--- src/rtl/axis_frame_tx_if.sv ---
// Write-side push port and AXI-Stream master bundle for axis_frame_tx.
// master = producer/consumer environment, slave = the frame transmitter.
interface axis_frame_tx_if;
  logic        wr_en;
  logic [63:0] wr_data;
  logic        wr_last;
  logic        wr_full;
  logic [63:0] TDATA;
  logic        TVALID;
  logic        TLAST;
  logic        TREADY;

  modport master (
    output wr_en, wr_data, wr_last, TREADY,
    input  wr_full, TDATA, TVALID, TLAST
  );

  modport slave (
    input  wr_en, wr_data, wr_last, TREADY,
    output wr_full, TDATA, TVALID, TLAST
  );
endinterface

--- src/rtl/axis_frame_tx.sv ---
// FIFO-fed AXI-Stream frame transmitter with registered output and frame counter.
// Optional stall watchdog enabled by defining AXIS_TX_WATCHDOG_EN.
module axis_frame_tx #(
  parameter int unsigned DEPTH          = 4,
  parameter int unsigned TIMEOUT_CYCLES = 100
) (
  input  logic              clk,
  input  logic              rst,
  axis_frame_tx_if.slave    bus,
  output logic [15:0]       frame_cnt,
  output logic              timeout_err
);

  localparam int AW = $clog2(DEPTH);
  localparam int CW = AW + 1;

  typedef enum logic [1:0] {
    IDLE,
    SEND,
    STALL
  } state_t;

  state_t         state_q, state_d;
  logic [64:0]    mem_q [DEPTH];
  logic [AW-1:0]  wptr_q, rptr_q;
  logic [CW-1:0]  cnt_q, cnt_d;
  logic [63:0]    tdata_q, tdata_d;
  logic           tlast_q, tlast_d;
  logic [15:0]    frame_q;

  logic           tvalid;
  logic           hs;
  logic           load;
  logic           full;
  logic           empty;
  logic           push;
  logic           bypass;
  logic           pop;
  logic           fifo_wr;
  logic [64:0]    head;

  assign tvalid  = (state_q != IDLE);
  assign hs      = tvalid && bus.TREADY;
  assign load    = !tvalid || hs;
  assign full    = (cnt_q == CW'(DEPTH));
  assign empty   = (cnt_q == '0);
  assign push    = bus.wr_en && !full;
  // Empty FIFO and free output slot: word skips the FIFO.
  assign bypass  = load && empty && push;
  assign pop     = load && !empty;
  assign fifo_wr = push && !bypass;
  assign head    = mem_q[rptr_q];
  assign cnt_d   = cnt_q + CW'(fifo_wr) - CW'(pop);

  always_comb begin
    state_d = state_q;
    tdata_d = tdata_q;
    tlast_d = tlast_q;
    if (load) begin
      unique case (1'b1)
        pop: begin
          tdata_d = head[64:1];
          tlast_d = head[0];
        end
        bypass: begin
          tdata_d = bus.wr_data;
          tlast_d = bus.wr_last;
        end
        default: tlast_d = 1'b0;
      endcase
    end
    unique case (state_q)
      IDLE: begin
        if (pop || bypass)
          state_d = bus.TREADY ? SEND : STALL;
      end
      SEND: begin
        if (!bus.TREADY)
          state_d = STALL;
        else if (!(pop || bypass))
          state_d = IDLE;
      end
      STALL: begin
        if (bus.TREADY)
          state_d = (pop || bypass) ? SEND : IDLE;
      end
      default: state_d = IDLE;
    endcase
  end

  always_ff @(posedge clk) begin
    if (fifo_wr)
      mem_q[wptr_q] <= {bus.wr_data, bus.wr_last};
  end

  always_ff @(posedge clk or negedge rst) begin
    if (!rst) begin
      state_q <= IDLE;
      wptr_q  <= '0;
      rptr_q  <= '0;
      cnt_q   <= '0;
      tdata_q <= '0;
      tlast_q <= 1'b0;
      frame_q <= '0;
    end else begin
      state_q <= state_d;
      tdata_q <= tdata_d;
      tlast_q <= tlast_d;
      cnt_q   <= cnt_d;
      if (fifo_wr)
        wptr_q <= wptr_q + AW'(1);
      if (pop)
        rptr_q <= rptr_q + AW'(1);
      if (hs && tlast_q)
        frame_q <= frame_q + 16'd1;
    end
  end

`ifdef AXIS_TX_WATCHDOG_EN
  localparam int WW = $clog2(TIMEOUT_CYCLES + 1);

  logic [WW-1:0] wd_q;
  logic          err_q;
  logic          stall;

  assign stall = tvalid && !bus.TREADY;

  always_ff @(posedge clk or negedge rst) begin
    if (!rst) begin
      wd_q  <= '0;
      err_q <= 1'b0;
    end else begin
      if (!stall)
        wd_q <= '0;
      else if (wd_q != WW'(TIMEOUT_CYCLES))
        wd_q <= wd_q + WW'(1);
      if (stall && wd_q == WW'(TIMEOUT_CYCLES - 1))
        err_q <= 1'b1;
    end
  end

  assign timeout_err = err_q;
`else
  assign timeout_err = 1'b0;
`endif

  assign bus.wr_full = full;
  assign bus.TDATA   = tdata_q;
  assign bus.TLAST   = tlast_q;
  assign bus.TVALID  = tvalid;
  assign frame_cnt   = frame_q;

endmodule

--- src/flat_wrapper.sv ---
// flat-port wrapper written by rule: the top's interface ports become plain ports
module axis_frame_tx_flat 
#(
  parameter int unsigned DEPTH          = 4,
  parameter int unsigned TIMEOUT_CYCLES = 100
)
  (clk, rst, frame_cnt, timeout_err, bus_wr_en, bus_wr_data, bus_wr_last, bus_TREADY, bus_wr_full, bus_TDATA, bus_TVALID, bus_TLAST);
  axis_frame_tx_if bus_i ();
  input  logic clk;
  input  logic rst;
  output logic [15:0] frame_cnt;
  output logic timeout_err;
  input wire logic [$bits(bus_i.wr_en)-1:0] bus_wr_en;
  input wire logic [$bits(bus_i.wr_data)-1:0] bus_wr_data;
  input wire logic [$bits(bus_i.wr_last)-1:0] bus_wr_last;
  input wire logic [$bits(bus_i.TREADY)-1:0] bus_TREADY;
  output wire logic [$bits(bus_i.wr_full)-1:0] bus_wr_full;
  output wire logic [$bits(bus_i.TDATA)-1:0] bus_TDATA;
  output wire logic [$bits(bus_i.TVALID)-1:0] bus_TVALID;
  output wire logic [$bits(bus_i.TLAST)-1:0] bus_TLAST;
  assign bus_i.wr_en = bus_wr_en;
  assign bus_i.wr_data = bus_wr_data;
  assign bus_i.wr_last = bus_wr_last;
  assign bus_i.TREADY = bus_TREADY;
  assign bus_wr_full = bus_i.wr_full;
  assign bus_TDATA = bus_i.TDATA;
  assign bus_TVALID = bus_i.TVALID;
  assign bus_TLAST = bus_i.TLAST;
  axis_frame_tx #(.DEPTH(DEPTH), .TIMEOUT_CYCLES(TIMEOUT_CYCLES)) u_core (.clk(clk), .rst(rst), .bus(bus_i), .frame_cnt(frame_cnt), .timeout_err(timeout_err));
endmodule
--- config.mk ---
export PLATFORM = sky130hd
export DESIGN_NAME = axis_frame_tx_flat
export DESIGN_NICKNAME = d
export VERILOG_FILES = /design/src/rtl/axis_frame_tx_if.sv /design/src/rtl/axis_frame_tx.sv /design/src/flat_wrapper.sv
export SDC_FILE = /design/constraint.sdc
export NUM_CORES = 1
export LEC_CHECK = 0
export CORE_MARGIN = 3
export CORE_UTILIZATION = 33
export CTS_CLUSTER_DIAMETER = 200
export CTS_CLUSTER_SIZE = 28
export DETAILED_ROUTE_END_ITERATION = 8
export MAX_ROUTING_LAYER = met4
export PLACE_DENSITY = 0.58
export SYNTH_ARGS = -nofsm -noshare
export SYNTH_HDL_FRONTEND = slang
export SYNTH_SLANG_ARGS = --single-unit
--- constraint.sdc ---
create_clock -name clk -period 8.4 [get_ports clk]
set_input_delay 1.26 -clock clk [delete_from_list [all_inputs] [get_ports clk]]
set_output_delay 1.26 -clock clk [all_outputs]
set_load 0.05 [all_outputs]
# [After elaboration in Yosys (flattened, before gate mapping)]
# Memory sizes are Yosys's and may differ from the RTL's.
# Index checks and enable logic that the tools add are counted.
[totals] out_inout_bits=84 word_cells=49 inputBits=69 mem_bits_rw=260 memories=1 regBits=90
[mem_list] name="u_core.mem_q" words=4 word_bits=65 rd=1 rd_clocked_by_memory_dff=0 write_ports=1 line="axis_frame_tx.sv:24" rtl="logic [64:0] mem_q [DEPTH];"
[classes] n_reduce_logical=19 eq_ne=6 mux=11 addsub=5
[op_table] operator="64-bit one-hot mux with 2 select lines" count=1
[op_table] operator="16-bit by 1-bit adder with 16-bit output, second input constant" count=1
[op_table] operator="2-bit two-way mux" count=5
[op_table] operator="1-bit logical AND" count=7
[op_table] operator="2-bit one-hot mux with 3 select lines" count=1
[op_table] operator="2-bit by 1-bit adder with 2-bit output, second input constant" count=2
[op_table] operator="1-bit zero test" count=4
[op_table] operator="2-bit nonzero test" count=2
[op_table] operator="3-bit by 1-bit adder with 3-bit output" count=1
[op_table] operator="3-bit equality test, second input constant" count=1
[op_table] operator="3-bit zero test" count=1
[op_table] operator="1-bit two-way mux" count=3
[op_table] operator="3-bit inequality test, second input constant" count=1
[op_table] operator="3-bit AND reduction" count=1
[op_table] operator="3-bit by 1-bit subtractor with 3-bit output" count=1
[op_table] operator="2-bit by 1-bit equality test with 1-bit output, second input constant" count=1
[op_table] operator="2-bit equality test, second input constant" count=1
[op_table] operator="2-bit zero test" count=1
[op_table] operator="1-bit logical OR" count=2
[op_table] operator="2-bit by 1-bit inequality test with 1-bit output, second input constant" count=1
[op_table] operator="2-bit inequality test, second input constant" count=1
[op_table] operator="1-bit one-hot mux with 2 select lines" count=1
[op_table] operator="2-bit AND reduction" count=1

# [Logic depth before layout (Yosys ltp)]
[logic_depth] ltp_word=9 depth_mapped=9 ltp_nobuf=8

# [Least setup slack after synthesis]
# No wires, ideal clock.
[synth_timing] path_kind="input to register" startpoint="input bus_TREADY" endpoint="memory u_core.mem_q[0][0], enable pin" arrival_ps=3332 setup_ps=430 path_buffers=0 required_ps=7970 cell_stages=4 path_slack_ps=4638 cell_sequence="o21bai_1 nor2_1 o31a_1 and2_1"
[synth_via] elab_chain_cells=8
[synth_rtl] element="start, declared" line="flat_wrapper.sv:16" rtl="input wire logic [$bits(bus_i.TREADY)-1:0] bus_TREADY;"
[synth_rtl] element="1-bit logical AND" line="axis_frame_tx.sv:43" rtl="assign hs = tvalid && bus.TREADY;"
[synth_rtl] element="1-bit logical OR" line="axis_frame_tx.sv:44" rtl="assign load = !tvalid || hs;"
[synth_rtl] element="1-bit logical AND (2 in a row)" line="axis_frame_tx.sv:49" rtl="assign bypass = load && empty && push;"
[synth_rtl] element="1-bit zero test" line="axis_frame_tx.sv:51" rtl="assign fifo_wr = push && !bypass;"
[synth_rtl] element="1-bit logical AND" line="axis_frame_tx.sv:51"
[synth_rtl] element="1-bit two-way mux" line="axis_frame_tx.sv:92" rtl="if (fifo_wr)"
[synth_rtl] element="1-bit two-way mux (not written as such)" line="axis_frame_tx.sv:93" rtl="mem_q[wptr_q] <= {bus.wr_data, bus.wr_last};"
[synth_rtl] element="end, declared" line="axis_frame_tx.sv:24"
# Every way passes these cells.

# [Worst setup path after layout]
[layout_timing] startpoint="input bus_TREADY" endpoint="memory u_core.mem_q[3][16], enable pin"
# Same word-level chain as after synthesis.

==> impl_metrics.py <==
metrics = {
    "run_status": {
        "status": "finished clean",
    },
    "logic_synthesis": {
        "synthMuxAreaShare_pct": 11.13,
        "synth-adder-area-share_pct": 0.7119,
        "avgSynthCellArea_um2": 19.88,
        "synthXorXnorAreaFrac_pct": 1.311,
        "synth_flop_cell": "edfxtp_1",
        "syn-num-nets": 748,
        "syn_inst": 672,
        "synth_top_family_by_area": "multiplexers",
        "ys_async_sr_fraction_pct": 25.71,
        "synth_compound_area_share_pct": 7.635,
        "yosys.cell_types.count": 39,
        "synth-seq-cells": 350,
        "synth_warnings": 0,
        "ys_seq_area_share_pct": 75.32,
        "synth-simple-area-share_pct": 1.742,
        "synth-edff-count": 260,
        "syn_area_um2": 13360,
    },
    "cells_and_area": {
        "multi_input_area_um2": 3053,
        "fin_area_um2": 15830,
        "register_area_um2": 10070,
        "area_delta_synth_final_pct": 18.55,
        "finalNetCount": 881,
        "fill_cells": 3645,
        "fin_cells": 1342,
        "drive_gt1_share_pct": 12.76,
    },
    "power_and_ir_drop": {
        "total_power_uw": 5837,
        "p_seq_share_pct": 45.1,
        "power.internal_uw": 3691,
        "powerDensity_nw_per_um2": 368.7,
        "power_frac_comb_pct": 39.4,
        "peakVddDrop_uv": 222.8,
        "p_sw_uw": 2146,
        "power_frac_clock_pct": 15.5,
        "p_leak_uw": 0.005267,
        "sw_frac_of_total_pct": 36.77,
    },
    "sta": {
        "post-route-period-util_pct": 43.45,
        "tightest_slew_ps": 1093,
        "tns_ps": 0,
        "hold_viol": 0,
        "final.setup_skew_ps": 19.26,
        "grt_setup_unrepaired": "no",
        "finalSetupViolCount": 0,
        "fmax_mhz": 274.0,
        "fin_hold_ws_ps": 478.4,
        "relSlewSlack_pct": 27.11,
        "drv_slew": 0,
        "min_period_ps": 3650,
    },
    "grt": {
        "track_usage_pct": 13.79,
        "globalRoute.totalOverflow": 0,
        "grt_pass1_wl_um": 45590,
        "grt_start_max_net_pins": 68,
        "antenna_found_initial": 2,
        "grt_pass1_vias": 7273,
    },
    "drt": {
        "ant_nets": 0,
        "wl_per_cell_um": 21.52,
        "first_pass_iters": 4,
        "via_per_inst": 4.995,
        "vias": 6703,
        "drtIter0Drc": 501,
        "drc": 0,
        "drt-total-wl_um": 28880,
    },
    "clock_network": {
        "worstSkewPairLatency_ps": 500,
        "clk_pin_slew_worst_paths_ps": 110,
        "clkSinkCount": 350,
        "postCtsHoldBufs": 0,
        "cts.path.max_buffers": 3,
        "cts-htree-levels": 1,
        "cts_resized": 0,
        "root_buffer": "clkbuf_16",
        "cts_buffers": 16,
        "cts_tree": "built",
        "post-cts-setup-buffers": 0,
    },
    "floorplanning": {
        "die_w_um": 207.2,
        "initial_utilization_pct": 33.54,
        "die_h_um": 207.2,
        "rows": 73,
        "io_pins": 153,
        "die_area_um2": 42920,
        "core-area_um2": 39820,
    },
    "setup_path": {
        "critPathCaptureType": "register",
        "rr_worst_depth": 5,
        "reg2reg_to": "u_core.mem_q[3][16]",
        "crit_buf_inv": 2,
        "r2r_start": "u_core.state_q[1]",
        "crit_family": "simple AND/OR/NAND/NOR gates",
        "worstPathRequired_ps": 8520,
        "critical_path_class": "primary input to register",
        "crit_slowest_cell": "and2_4",
        "regToRegSetupSlack_ps": 5630,
        "path_cells": "clkdlybuf4s50_1 -> o21bai_4 -> buf_4 -> nor2_1 -> o31a_1 -> and2_4",
        "cp-start-kind": "primary input",
        "crit_arrival_ps": 3770,
        "max_stage_delay_ps": 890,
        "path_max_fanout": 67,
    },
    "min_path": {
        "hold_path_depth": 1,
        "hold_class": "register to register",
        "hold-path-endpoint": "u_core.frame_cnt[15]",
        "min_from": "u_core.frame_cnt[15]",
    },
    "place": {
        "io_buffers": 151,
        "dpl-instance-area_um2": 15350,
        "placed_cells": 1312,
        "dp_hpwl_um": 17160,
        "finalWeightedCongestion": 0.7185,
    },
    "run": {
        "cap_violations": 0,
    },
}
## kinds of logic (layout without fill, tap and decap cells)
kind of cell	Yosys count	in the layout
other	1	3
adders and majority gates	7	7
buffers and inverters	47	190
muxes	67	67
and+or+nand+nor	44	44
xor gates and xnor gates	20	20
AOI/OAI and AO/OA	136	136
DFF	350	350
## how the worst max path moves through the flow
stage	startpoint	to	slack, ps	depth (start not counted)
floorplan	bus_TREADY	u_core.mem_q[0][0]	4640	4
global placement	bus_TREADY	u_core.mem_q[1][15]	4210	6
detailed placement	bus_TREADY	u_core.mem_q[3][16]	4200	6
CTS	bus_TREADY	u_core.mem_q[3][12]	4740	6
global route	bus_TREADY	u_core.mem_q[3][16]	4590	6
finish	bus_TREADY	u_core.mem_q[3][16]	4750	6
## cell usage after synthesis, drive strengths merged, types with 2 or more instances
library cell | n | share of area, %
nand3 | 3 | 0.11
nor2 | 8 | 0.24
inv | 5 | 0.14
xor2 | 4 | 0.26
mux4 | 65 | 11
mux2 | 2 | 0.17
xnor2 | 16 | 1.0
nand4 | 3 | 0.14
ha | 6 | 0.56
and3 | 4 | 0.19
and4 | 2 | 0.13
buf | 28 | 1.6
dfrtp | 90 | 17
o22ai | 64 | 3.0
edfxtp | 260 | 58
and2 | 6 | 0.28
nand2 | 13 | 0.37
a2bb2oi | 64 | 4.2
nor3 | 3 | 0.19
clkbuf | 14 | 0.39
## power groups by stage
stage	sequential [µW]	clock [µW]	combinational, µW
3_5_place_dp	2680	0	2330
3_3_place_gp	2680	0	2320
2_1_floorplan	3100	0	1170
5_1_grt	2700	1000	2460
6_report	2630	902	2300
4_1_cts	2650	940	2340
## layout make-up
cell class | count | area share (%)
Sequential cell | 350 | 63.58
Tap cell | 525 | 4.149
Multi-Input combinational cell | 275 | 19.28
Inverter | 5 | 0.1185
Timing Repair Buffer | 157 | 9.814
Clock inverter | 1 | 0.1027
Clock buffer | 27 | 2.924
Antenna cell | 2 | 0.03161
## flip-flops by register name, indices dropped and copies added, names as in the netlist
signal	flops
u_core.frame_cnt	16
u_core.state_q	2
u_core.mem_q	260
u_core.cnt_q	3
u_core.rptr_q	2
u_core.bus.TLAST	1
u_core.wptr_q	2
u_core.bus.TDATA	64
## worst register-to-register path, cell delays in order, from the launching register on
cell and delay [ps]:
dfrtp_1 480, o21bai_4 90, buf_4 360, nor2_1 190, o31a_1 320, and2_4 890
## per-stage QoR
step	util, %	setup slack (ps)
after floorplan	-	4638
after detailed placement	38.54	4196
after global placement	38.54	4207
after CTS	39.75	4738
after global routing	39.76	4593
final	39.76	4750
## placed cells by master (no fill, tap or decap), drive strengths merged, types with 2 or more instances in the layout
cell           count
dfrtp             90
and3               4
nand2             13
inv                6
a2bb2oi           64
and2               6
clkdlybuf4s50    150
buf                7
nand4              3
diode              2
nand3              3
xor2               4
mux2               2
edfxtp           260
ha                 6
and4               2
nor3               3
xnor2             16
clkbuf            27
o22ai             64
nor2               8
mux4              65
## metal layers
layer  part of all wire [%]  GRT usage (%)  vias to the layer above
li1                       -              -                     3030
met1                     48          19.92                     3532
met2                     47          21.25                      119
met3                    3.1          1.908                       22
met4                    1.4          2.645                        0
met5                      0              -                        -
Note: power is estimated with default switching activity, not from simulation.
